### src/rtl/pipe_ctrl_pkg.sv
// Shared types and widths for the pipeline hazard controller.
package pipe_ctrl_pkg;
    localparam int REG_ADDR_W  = 5;
    localparam int STALL_CNT_W = 16;

    typedef enum logic [2:0] {
        ST_RUN      = 3'd0,
        ST_MEM_WAIT = 3'd1,
        ST_DRAIN    = 3'd2,
        ST_HALTED   = 3'd3,
        ST_ERROR    = 3'd4
    } state_e;
endpackage

### src/rtl/pipeline_hazard_ctrl_load_use.sv
// Load-use hazard compare between the load in EX and the sources of the instruction in ID.
module load_use_detect
    import pipe_ctrl_pkg::*;
(
    input  logic [REG_ADDR_W-1:0] id_rs_i,
    input  logic [REG_ADDR_W-1:0] id_rt_i,
    input  logic                  id_uses_rt_i,
    input  logic                  ex_mem_read_i,
    input  logic [REG_ADDR_W-1:0] ex_rd_i,
    output logic                  load_use_o
);
    logic rd_nonzero;
    logic rs_hit;
    logic rt_hit;

    // r0 is hardwired to zero, so a load targeting it never creates a dependency.
    assign rd_nonzero = (ex_rd_i != '0);
    assign rs_hit     = (ex_rd_i == id_rs_i);
    assign rt_hit     = id_uses_rt_i & (ex_rd_i == id_rt_i);
    assign load_use_o = ex_mem_read_i & rd_nonzero & (rs_hit | rt_hit);
endmodule

### src/rtl/pipeline_hazard_ctrl.sv
// Stall/flush sequencer for the 5-stage pipeline: hazard priority, memory-wait
// timeout, halt drain, and a saturating stall-cycle counter.
module pipeline_hazard_ctrl
    import pipe_ctrl_pkg::*;
#(
    parameter int MEM_TIMEOUT  = 15,
    parameter int DRAIN_CYCLES = 4
) (
    input  logic                   clk,
    input  logic                   rst_n,
    input  logic [REG_ADDR_W-1:0]  id_rs,
    input  logic [REG_ADDR_W-1:0]  id_rt,
    input  logic                   id_uses_rt,
    input  logic                   ex_mem_read,
    input  logic [REG_ADDR_W-1:0]  ex_rd,
    input  logic                   mem_branch_taken,
    input  logic                   mem_req,
    input  logic                   mem_ready,
    input  logic                   halt_req,
    output logic                   pc_en,
    output logic                   pc_sel_branch,
    output logic                   if_id_en,
    output logic                   if_id_flush,
    output logic                   id_ex_en,
    output logic                   id_ex_flush,
    output logic                   ex_mem_en,
    output logic                   ex_mem_flush,
    output logic                   mem_wb_bubble,
    output logic                   halted,
    output logic                   mem_err,
    output logic [STALL_CNT_W-1:0] stall_count,
    output logic [2:0]             dbg_state
);
    localparam logic [7:0] WAIT_LAST  = 8'(MEM_TIMEOUT - 1);
    localparam logic [2:0] DRAIN_LAST = 3'(DRAIN_CYCLES - 1);

    state_e                 state_q, state_d;
    logic [7:0]             wait_cnt_q, wait_cnt_d;
    logic [2:0]             drain_cnt_q, drain_cnt_d;
    logic [STALL_CNT_W-1:0] stall_cnt_q, stall_cnt_d;
    logic                   mem_err_q;
    logic                   load_use;
    logic                   mem_stall;
    logic                   timeout;
    logic                   active;

    load_use_detect u_load_use (
        .id_rs_i       (id_rs),
        .id_rt_i       (id_rt),
        .id_uses_rt_i  (id_uses_rt),
        .ex_mem_read_i (ex_mem_read),
        .ex_rd_i       (ex_rd),
        .load_use_o    (load_use)
    );

    assign mem_stall = mem_req & ~mem_ready;
    // Fires on the cycle that would complete the MEM_TIMEOUT-th consecutive stall.
    assign timeout   = mem_stall & (wait_cnt_q == WAIT_LAST);
    assign active    = (state_q != ST_HALTED) && (state_q != ST_ERROR);

    always_comb begin
        pc_en         = 1'b1;
        pc_sel_branch = 1'b0;
        if_id_en      = 1'b1;
        if_id_flush   = 1'b0;
        id_ex_en      = 1'b1;
        id_ex_flush   = 1'b0;
        ex_mem_en     = 1'b1;
        ex_mem_flush  = 1'b0;
        mem_wb_bubble = 1'b0;
        state_d       = state_q;
        wait_cnt_d    = '0;
        drain_cnt_d   = '0;
        case (state_q)
            ST_RUN, ST_MEM_WAIT, ST_DRAIN: begin
                if (mem_stall) begin
                    pc_en         = 1'b0;
                    if_id_en      = 1'b0;
                    id_ex_en      = 1'b0;
                    ex_mem_en     = 1'b0;
                    mem_wb_bubble = 1'b1;
                    wait_cnt_d    = wait_cnt_q + 8'd1;
                end else if (mem_branch_taken) begin
                    pc_sel_branch = 1'b1;
                    if_id_flush   = 1'b1;
                    id_ex_flush   = 1'b1;
                    ex_mem_flush  = 1'b1;
                end else if (load_use) begin
                    pc_en       = 1'b0;
                    if_id_en    = 1'b0;
                    id_ex_flush = 1'b1;
                end
                // While draining, only a resolved branch may still move the PC.
                if (state_q == ST_DRAIN && !(!mem_stall && mem_branch_taken)) begin
                    pc_en       = 1'b0;
                    if_id_flush = 1'b1;
                end
                if (timeout) begin
                    state_d = ST_ERROR;
                end else if (state_q == ST_DRAIN) begin
                    drain_cnt_d = drain_cnt_q;
                    if (!halt_req) begin
                        state_d = mem_stall ? ST_MEM_WAIT : ST_RUN;
                    end else if (!mem_stall) begin
                        if (drain_cnt_q == DRAIN_LAST) state_d = ST_HALTED;
                        else drain_cnt_d = drain_cnt_q + 3'd1;
                    end
                end else if (mem_stall) begin
                    state_d = ST_MEM_WAIT;
                end else if (halt_req) begin
                    state_d = ST_DRAIN;
                end else begin
                    state_d = ST_RUN;
                end
            end
            ST_HALTED: begin
                pc_en     = 1'b0;
                if_id_en  = 1'b0;
                id_ex_en  = 1'b0;
                ex_mem_en = 1'b0;
                if (!halt_req) state_d = ST_RUN;
            end
            default: begin
                pc_en     = 1'b0;
                if_id_en  = 1'b0;
                id_ex_en  = 1'b0;
                ex_mem_en = 1'b0;
            end
        endcase
    end

    always_comb begin
        stall_cnt_d = stall_cnt_q;
        if (active && !pc_en && stall_cnt_q != '1) stall_cnt_d = stall_cnt_q + 1'b1;
    end

    always_ff @(posedge clk or negedge rst_n) begin
        if (!rst_n) begin
            state_q     <= ST_RUN;
            wait_cnt_q  <= '0;
            drain_cnt_q <= '0;
            stall_cnt_q <= '0;
            mem_err_q   <= 1'b0;
        end else begin
            state_q     <= state_d;
            wait_cnt_q  <= wait_cnt_d;
            drain_cnt_q <= drain_cnt_d;
            stall_cnt_q <= stall_cnt_d;
            mem_err_q   <= mem_err_q | (state_d == ST_ERROR);
        end
    end

    assign halted      = (state_q == ST_HALTED);
    assign mem_err     = mem_err_q;
    assign stall_count = stall_cnt_q;
    assign dbg_state   = state_q;
endmodule

### config.mk
export PLATFORM = sky130hd
export DESIGN_NAME = pipeline_hazard_ctrl
export DESIGN_NICKNAME = d
export VERILOG_FILES = /design/src/rtl/pipe_ctrl_pkg.sv /design/src/rtl/pipeline_hazard_ctrl_load_use.sv /design/src/rtl/pipeline_hazard_ctrl.sv
export SDC_FILE = /design/constraint.sdc
export NUM_CORES = 1
export LEC_CHECK = 0
export BUFFER_PORTS_ARGS = -buffer_cell sky130_fd_sc_hd__buf_2
export CORE_MARGIN = 5
export CORE_UTILIZATION = 51
export DETAILED_ROUTE_END_ITERATION = 6
export GPL_ROUTABILITY_DRIVEN = 0
export HOLD_SLACK_MARGIN = 0.12
export PLACE_DENSITY = 0.79
export SLEW_MARGIN = 30
export SYNTH_ARGS = -nofsm -noshare
export SYNTH_HDL_FRONTEND = slang
export SYNTH_HIERARCHICAL = 1
export SYNTH_SLANG_ARGS = --single-unit
### constraint.sdc
create_clock -name clk -period 1.8 [get_ports clk]
set_input_delay 0.36 -clock clk [delete_from_list [all_inputs] [get_ports clk]]
set_output_delay 0.36 -clock clk [all_outputs]
set_load 0.02 [all_outputs]
==> impl_metrics.ini <==
[yosys]
async_flop_share_pct = 100.0
yosysUniqueCellTypes = 43
post_synth_inst_count = 188
yosysMostFrequentCell = dfrtp_1
area_of_the_mapped_netlist_um2 = 1804
seq_area_frac_synth_pct = 43.00
synthesis.area_per_instance_um2 = 9.597
synthDominantCellAreaShare_pct = 43.00
net_count_after_synthesis = 216
netlist_top_cells_area = dfrtp_1 (43%), xor2_1 (12%), nor2_1 (4.6%)
ys_top_cells_by_count = dfrtp_1 (31), xor2_1 (24), nor2_1 (22)
synth_edf_count = 0
synth.yosys.warnings = 6
synth-main-ff-cell = dfrtp_1
synth_largest_area_cell = dfrtp_1
postSynthRegisterBits = 31

[grt]
grt-ovfl-total = 0
grt_first_pass_wirelength_um = 7769
grt_start_max_net_pins = 19
number_of_antenna_violations_at_the_first_check_in_global_routing = 0
grt_use_total_pct = 19.88
grt_pass1_vias = 1632

[final_layout]
final_cells = 327
insertedDiodeCount = 0
area_growth_pct = 52.50
fraction_of_final_layout_cells_sized_beyond_drive_strength_1_pct = 48.75
design_area_um2 = 2751
num-nets-final = 308
final_core_utilization_pct = 81.17

[outcome]
violations_in_the_final_reports = setup timing
status = finished, violations left

[power]
power.share.combinational_pct = 45.6
pwr-share-clk_pct = 17.1
power_mw = 2.742
share_seq_of_total_power_pct = 37.3
cell_internal_pwr_mw = 1.586
power.density_cell_area_nw_per_um2 = 996.7
static-leakage-power_nw = 1.226
switching_power_mw = 1.156
peakVddDrop_uv = 799.1
switching_share_pct = 42.16

[route]
route.detailed.wl_per_inst_um = 19.68
dr_total_vias = 1940
drt_wl_total_um = 6436
detail_route.iter0.violations = 242
drc = 0
drt_first_pass_iters = 5
detail_route.vias_per_cell = 5.933
drtAntennaViolNets = 0

[worst_setup_path]
worst-path-max-fanout = 3
crit_chain = buf_6 > or4_1 > o21ai_1 > a21oi_2 > buf_4 > nor2_2 > o21a_1 > buf_6
cp_data_required_time_ns = 1.44
critical_path.startpoint_type = primary input
biggest_cell_delay_along_the_critical_path_ns = 0.53
worstSetupPathType = in2out
worst-endpoint-arrival_ns = 1.92
path_buf_inv = 3
critical-path-slowest-cell = or4_1
crit_path_frequent_cell = buf_6
critical-path-top-delay-family = simple AND/OR/NAND/NOR gates
worstSetupEndpointType = output port

[floorplan]
die-height_um = 69.48
die-area_um2 = 4827
dieWidth_um = 69.48
boundaryPins = 53
site_rows = 21
fp.coreArea_um2 = 3390
start_util_pct = 53.23

[sta]
max_slew.worst_pin.slew_ns = 0.4592
clock.fmax_mhz = 439.5
layout_min_cycle_time_ns = 2.275
tns_ns = -6.379
final.period_utilization_pct = 126.4
post-route-worst-setup-slack_ns = -0.4753
total_of_endpoints_with_negative_setup_slack_in_the_final_report = 21
unrepaired_setup_endpoints_after_global_routing = true
number_of_hold_violations_in_the_final_report = 0
clk_skew_ns = 0.01095
relSlewSlack_pct = 69.06
worst_hold_slack_ns = 0.4100
maxSlewViolCount = 0

[clock_tree]
tritoncts = built
tritoncts.num_buffers = 5
htreeDepth = 2
clk_path_buf_depth = 2
cts.root.buffer_cell = clkbuf_4
cts.sink_count = 31
cts.clk_slew.worst_paths_ns = 0.09
clock_latency_ns = 0.34

[placement]
place_area_um2 = 2290
pre_cts_ws_ns = -0.5133
io_buffer_count = 52
dp.cells = 304
place_hpwl_um = 3136

[min_path]
timing.hold.worst.class = in2reg

[run]
drv.max_cap_violation_count = 0
[final timing paths]
kind	start	endpoint	slack, ns	cells after the start
max	ex_rd[3]	pc_en	-0.48	8
min	halt_req	dbg_state[1]	0.41	3
max reg2reg	stall_count[6]	stall_count[15]	-0.12	6
min reg2reg	stall_count[15]	stall_count[15]	0.53	1
max in group asynchronous	rst_n	dbg_state[2]	0.78	3
min in group asynchronous	rst_n	stall_count[11]	0.44	2
[layer usage]
metal  GRT usage, %  wire length [um]  up-vias
met1          25.84              2515      946
met4          7.809               230        0
li1               -                 -      845
met3          4.203               515       25
met2          32.20              3174      124
met5              0                 0        -
[final cells by class]
cell class | count | area, um^2
tap | 46 | 57.56
clock buffer | 8 | 68.82
fill | 178 | 638.1
timing repair buffer | 89 | 646.9
inverter | 8 | 31.28
multi-input combinational | 145 | 1165
sequential | 31 | 782.0
[state kept, by name, indices dropped and copies added (netlist names)]
signal       cells
mem_err          1
drain_cnt_q      3
stall_count     16
wait_cnt_q       8
dbg_state        3
[layout by cell type, fill, tap and decap left out, drive strengths merged, types with 3 or more instances in the layout]
cell type / n
xnor2: 5
o21ai: 8
nor3: 6
ha: 5
nand3: 14
nor2: 23
clkbuf: 8
nand2: 11
nor4: 7
inv: 7
buf: 88
and2: 3
xor2: 24
dfrtp: 31
a21oi: 8
nand4: 6
[power by group through the flow]
stage | Clock, mW | Combinational, mW | Sequential, mW
6_report | 0.469 | 1.25 | 1.02
3_5_place_dp | 0 | 1.08 | 1.01
4_1_cts | 0.475 | 1.13 | 1.00
3_3_place_gp | 0 | 1.07 | 1.01
5_1_grt | 0.501 | 1.32 | 1.04
2_1_floorplan | 0 | 0.379 | 1.25
[worst reg2reg max path, stage by stage, from the launching register on]
cell       delay [ns]
dfrtp_1          0.43
nand4_2          0.28
nor2_1           0.31
o2111ai_1        0.24
buf_4            0.21
nor4_4           0.21
xor2_1           0.16
[repair_timing]
action                                  4_1_cts  5_1_grt
hold endpoints to repair                     13        0
setup buffers                                 2       11
cloned                                        1        0
gates resized for setup                      36       26
pin swaps                                    24       15
endpoints found under the setup margin       19       25
hold buffers                                  1        0
[cells by family (layout without fill, tap and decap cells)]
family,count (synthesis),in the layout,share of synthesized area [%]
and+or+nand+nor,82,82,24.97
DFF,31,31,43.00
xor gates and xnor gates,29,29,14.08
AOI/OAI and AO/OA,26,27,9.016
buffers and inverters,13,105,4.022
adders and majority gates,5,5,3.467
muxes,2,2,1.456
(Power assumes the default switching activity.)
